===== config.mk =====
export PLATFORM = sky130hd
export DESIGN_NAME = button_gesture_ctrl
export DESIGN_NICKNAME = d
export VERILOG_FILES = /design/src/rtl/button_gesture_ctrl.sv
export SDC_FILE = /design/constraint.sdc
export NUM_CORES = 1
export LEC_CHECK = 0
export BUFFER_PORTS_ARGS = -buffer_cell sky130_fd_sc_hd__buf_2
export CAP_MARGIN = 40
export CORE_MARGIN = 3
export CORE_UTILIZATION = 60
export CTS_CLUSTER_DIAMETER = 80
export CTS_CLUSTER_SIZE = 28
export DETAILED_ROUTE_END_ITERATION = 6
export GPL_ROUTABILITY_DRIVEN = 0
export PLACE_DENSITY = 0.79
export SLEW_MARGIN = 20
export SYNTH_ARGS = -nofsm -noshare
export SYNTH_HDL_FRONTEND = slang
export SYNTH_SLANG_ARGS = --single-unit

===== constraint.sdc =====
create_clock -name i_clk -period 2.65 [get_ports i_clk]
set_input_delay 0.3975 -clock i_clk [delete_from_list [all_inputs] [get_ports i_clk]]
set_output_delay 0.3975 -clock i_clk [all_outputs]
set_load 0.01 [all_outputs]

===== src/rtl/button_gesture_ctrl.sv =====
// rtl/button_gesture_ctrl.sv - short/long/double press classifier behind the debouncer
//
// Purpose: classifies each press sequence that starts from idle into exactly one
// event (short, long or double) and emits it as a registered one-cycle pulse.
// A single saturating counter times both the hold (e_press1) and the
// release-to-next-press gap (e_gap).
//
// Ports:
//   i_clk     system clock
//   i_rst     asynchronous active-high reset
//   i_level   debounced switch level
//   i_rising  debounced rising pulse (one cycle; i_level may still be low)
//   o_short   one-cycle pulse: single press completed, gap expired
//   o_long    one-cycle pulse: hold reached LONG_CYCLES
//   o_double  one-cycle pulse: second press released inside the gap window
//   o_busy    high whenever the sequencer is not idle
module button_gesture_ctrl #(
  parameter int LONG_CYCLES = 100_000_000,
  parameter int GAP_CYCLES  = 30_000_000
) (
  input  logic i_clk,
  input  logic i_rst,
  input  logic i_level,
  input  logic i_rising,
  output logic o_short,
  output logic o_long,
  output logic o_double,
  output logic o_busy
);

  localparam int CNT_MAX = (LONG_CYCLES > GAP_CYCLES) ? LONG_CYCLES : GAP_CYCLES;
  localparam int CW      = $clog2(CNT_MAX + 1);

  localparam logic [CW-1:0] LONG_LAST = CW'(LONG_CYCLES - 1);
  localparam logic [CW-1:0] GAP_LAST  = CW'(GAP_CYCLES - 1);
  localparam logic [CW-1:0] CNT_SAT   = {CW{1'b1}};

  typedef enum logic [2:0] {
    e_idle   = 3'd0,
    e_press1 = 3'd1,
    e_hold   = 3'd2,
    e_gap    = 3'd3,
    e_press2 = 3'd4
  } state_t;

  state_t        r_state;
  state_t        w_state_next;
  logic [CW-1:0] r_cnt;
  logic          r_short;
  logic          r_long;
  logic          r_double;
  logic          w_short;
  logic          w_long;
  logic          w_double;
  logic          w_counting;

  // State register plus the registered event pulses and the shared counter.
  always_ff @(posedge i_clk or posedge i_rst) begin
    if (i_rst) begin
      r_state  <= e_idle;
      r_cnt    <= '0;
      r_short  <= 1'b0;
      r_long   <= 1'b0;
      r_double <= 1'b0;
    end else begin
      r_state  <= w_state_next;
      r_short  <= w_short;
      r_long   <= w_long;
      r_double <= w_double;
      // Counter restarts on any state change so each timed state sees 0 on entry.
      if (w_state_next != r_state) begin
        r_cnt <= '0;
      end else if (w_counting && (r_cnt != CNT_SAT)) begin
        r_cnt <= r_cnt + 1'b1;
      end
    end
  end

  // Next-state logic. Release beats long detection in e_press1; a new press
  // beats the gap timeout in e_gap.
  always_comb begin
    w_state_next = r_state;
    case (r_state)
      e_idle: begin
        if (i_rising) w_state_next = e_press1;
      end
      e_press1: begin
        if (!i_level)                w_state_next = e_gap;
        else if (r_cnt == LONG_LAST) w_state_next = e_hold;
      end
      e_hold: begin
        if (!i_level) w_state_next = e_idle;
      end
      e_gap: begin
        if (i_rising)               w_state_next = e_press2;
        else if (r_cnt == GAP_LAST) w_state_next = e_idle;
      end
      e_press2: begin
        if (!i_level) w_state_next = e_idle;
      end
      default: w_state_next = e_idle;
    endcase
  end

  // Output logic: pulse conditions mirror the transitions above and are
  // registered so each event lands in the cycle after its condition.
  always_comb begin
    w_counting = (r_state == e_press1) || (r_state == e_gap);
    w_long     = (r_state == e_press1) && i_level && (r_cnt == LONG_LAST);
    w_short    = (r_state == e_gap) && !i_rising && (r_cnt == GAP_LAST);
    w_double   = (r_state == e_press2) && !i_level;
  end

  assign o_short  = r_short;
  assign o_long   = r_long;
  assign o_double = r_double;
  assign o_busy   = (r_state != e_idle);

endmodule


==> flow_summary.toml <==
[final_layout]
layout.nets = 229
syn2layout_area_growth_pct = 3.96
antenna_cells = 0
utilization = 0.682
drive_above_1_share = 0.138
fill_cells = 269
stdcell_area_um2 = 2170

[cts]
clk_pin_slew_ns = 0.10
clockRootBuffer = "clkbuf_4"
clockBufferDepth = 2
numCtsBuffers = 5
h-tree-depth = 2
cts_resized = 0
cts.sinks = 33
cts_setup_buffers = 0
clkLatencyLatePin_ns = 0.33
cts_tree = "done"
hold_buffers = 0

[logic_synthesis]
synthTopCellsByArea = "dfrtp_1, xnor2_1, nor3_1, a211oi_1, nand4_1"
synth_enable_flop_cells = 0
synthArstFlopShare = 1.00
syn_inst = 219
synth_cell_types = 48
synth.avg_cell_area_um2 = 9.52
ys_ff_latch = 33
synth.most_common_cell = "dfrtp_1"
ys_warn_count = 0
seq_area_frac_synth = 0.396
synth_top_area_cell = "dfrtp_1"
synth_area_um2 = 2080
synth_top_area_frac = 0.396
synthTopCellsByCount = "dfrtp_1, nor3_1, nand4_1, xnor2_1"
synthFlopType = "dfrtp_1"
syn-num-nets = 224

[critical_path]
critical_path_arrival_ns = 2.71
endpoint_kind = "flop"
reg2reg_depth = 5
worst-path-buf-inv = 0
crit_cells = 5
startpoint = "r_state[0]$_DFF_PP0_"
max_stage_delay_ns = 0.59
rrSetupSlack_ns = 0.20
worst-path-max-fanout = 13
r2r-start = "r_state[0]$_DFF_PP0_"
crit_path_start_kind = "flop"
r2r_end = "r_cnt[25]$_DFFE_PP0P_"
cpMaxStageDelayCell = "or4_1"
path_cells = "nor2b_4 -> nand3_1 -> a2111o_1 -> or4_1 -> a211oi_2"
worstSetupPathType = "flop to flop"
cp_data_required_time_ns = 2.91
crit_family = "simple AND/OR/NAND/NOR gates"

[sta]
fmax_ghz = 0.408
finClkSkew_ns = 0.00783
max-slew-margin-rel = 0.452
hold_viol_final = 0
fin_crit_ns = 2.45
finalWorstSetupSlack_ns = 0.198
tightest_slew_ns = 0.815
whs_ns = 0.140
finalSetupViolations = 0
tns_ns = 0
rsz0062_at_grt = "no"
slew_violations = 0
fin_crit_sh = 0.925

[global_route]
grt_max_degree = 34
grt_pass1_wl_um = 8390
track_usage = 0.254
grt-ovfl-total = 0
antenna_found_initial = 0
first_global_vias = 1792

[route]
avgViaCountPerCell = 6.86
routedWlPerCell_um = 17.6
ant_nets = 0
drc_errors = 0
dr.pass1.iters = 5
finalWirelength_um = 4730
drtIter0Drc = 243
vias = 1845

[placed_design]
port_buffers = 7
place_hpwl_um = 3300
placed_area_um2 = 2120
pre_cts_slack_ns = 0.277

[hold_path]
hp-class = "primary input to asynchronous set/reset pin"

[power_and_ir_drop]
p_leak_uw = 0.000790
ir_worst_vdd_mv = 0.330
power_density_nw_per_um2 = 617

[die]
initial_core_util = 0.656
num_rows = 20
die_area_um2 = 4220
io_pins = 8
core_um2 = 3180
die_h_um = 64.9
die_x_um = 64.9

[outcome]
status = "complete, no violations"

[job]
drv_cap = 0
==> cells in the final DEF, fill, tap and decap left out, types with 3 or more instances in the layout <==
master and count:
a21oi_1 3, a211oi_2 3, o21ai_0 6, xnor2_1 12
inv_1 8, nor4_1 7, or4_1 6, dfrtp_1 33
and3_1 5, o31ai_1 8, or3_1 7, a211oi_1 11
clkbuf_1 3, a2111oi_0 3, nor2_1 5, clkbuf_4 5
buf_2 7, nand4_1 12, buf_4 5, nand3_1 11
nor3_1 19, nand2_1 11
==> per-layer routing <==
| layer | global-route usage | vias up | share of wire |
|---|---|---|---|
| li1 | - | 863 | - |
| met1 | 0.337 | 897 | 0.44 |
| met2 | 0.404 | 74 | 0.47 |
| met3 | 0.0572 | 11 | 0.071 |
| met4 | 0.0950 | 0 | 0.019 |
| met5 | 0 | - | 0 |
==> final cells by class <==
type,count,area [um^2],area share
well taps,44,55.1,0.0254
repair buffers,12,72.6,0.0335
multi-input cells,164,1130,0.524
flip-flops and latches,33,826,0.381
inverters,8,30.0,0.0139
clock buffers,8,48.8,0.0225
==> flip-flops by register name, indices dropped and copies added, names as in the netlist <==
| signal | cells |
|---|---|
| o_double | 1 |
| o_long | 1 |
| o_short | 1 |
| r_cnt | 27 |
| r_state | 3 |
==> cells by family (layout without fill, tap and decap cells) <==
logic type / after synthesis / count (layout) / synth area share
AO/OA/AOI/OAI: 45 / 45 / 0.167
XOR/XNOR: 13 / 13 / 0.0546
adder cells (fa/ha/maj): 1 / 1 / 0.00600
buffers and inverters: 22 / 28 / 0.0594
flip-flops: 33 / 33 / 0.396
multiplexers: 1 / 1 / 0.00480
AND/OR/NAND/NOR: 104 / 104 / 0.312
==> where the power goes <==
group	switching, uW	leakage [uW]	internal (uW)
sequential	59.8	0.000456	535
combinational	318	0.000307	155
clock	164	0.0000265	106
==> worst min-delay path, cell delays in order <==
cell and delay [ns]:
buf_2 0.10, inv_1 0.04, buf_4 0.37
==> how the worst max path moves through the flow <==
stage | slack (ns) | to
floorplan | 0.60 | r_cnt[23]$_DFFE_PP0P_
global placement | 0.39 | r_cnt[25]$_DFFE_PP0P_
detailed placement | 0.28 | r_cnt[25]$_DFFE_PP0P_
CTS | 0.25 | r_cnt[25]$_DFFE_PP0P_
global route | 0.09 | r_cnt[23]$_DFFE_PP0P_
finish | 0.20 | r_cnt[25]$_DFFE_PP0P_
==> through the flow <==
stage	power, uW	cells
6_report	1340	269
5_1_grt	1420	269
4_1_cts	1340	269
3_5_place_dp	1070	261
3_3_place_gp	1040	261
2_1_floorplan	1010	219
Note: power is estimated with default switching activity, not from simulation.
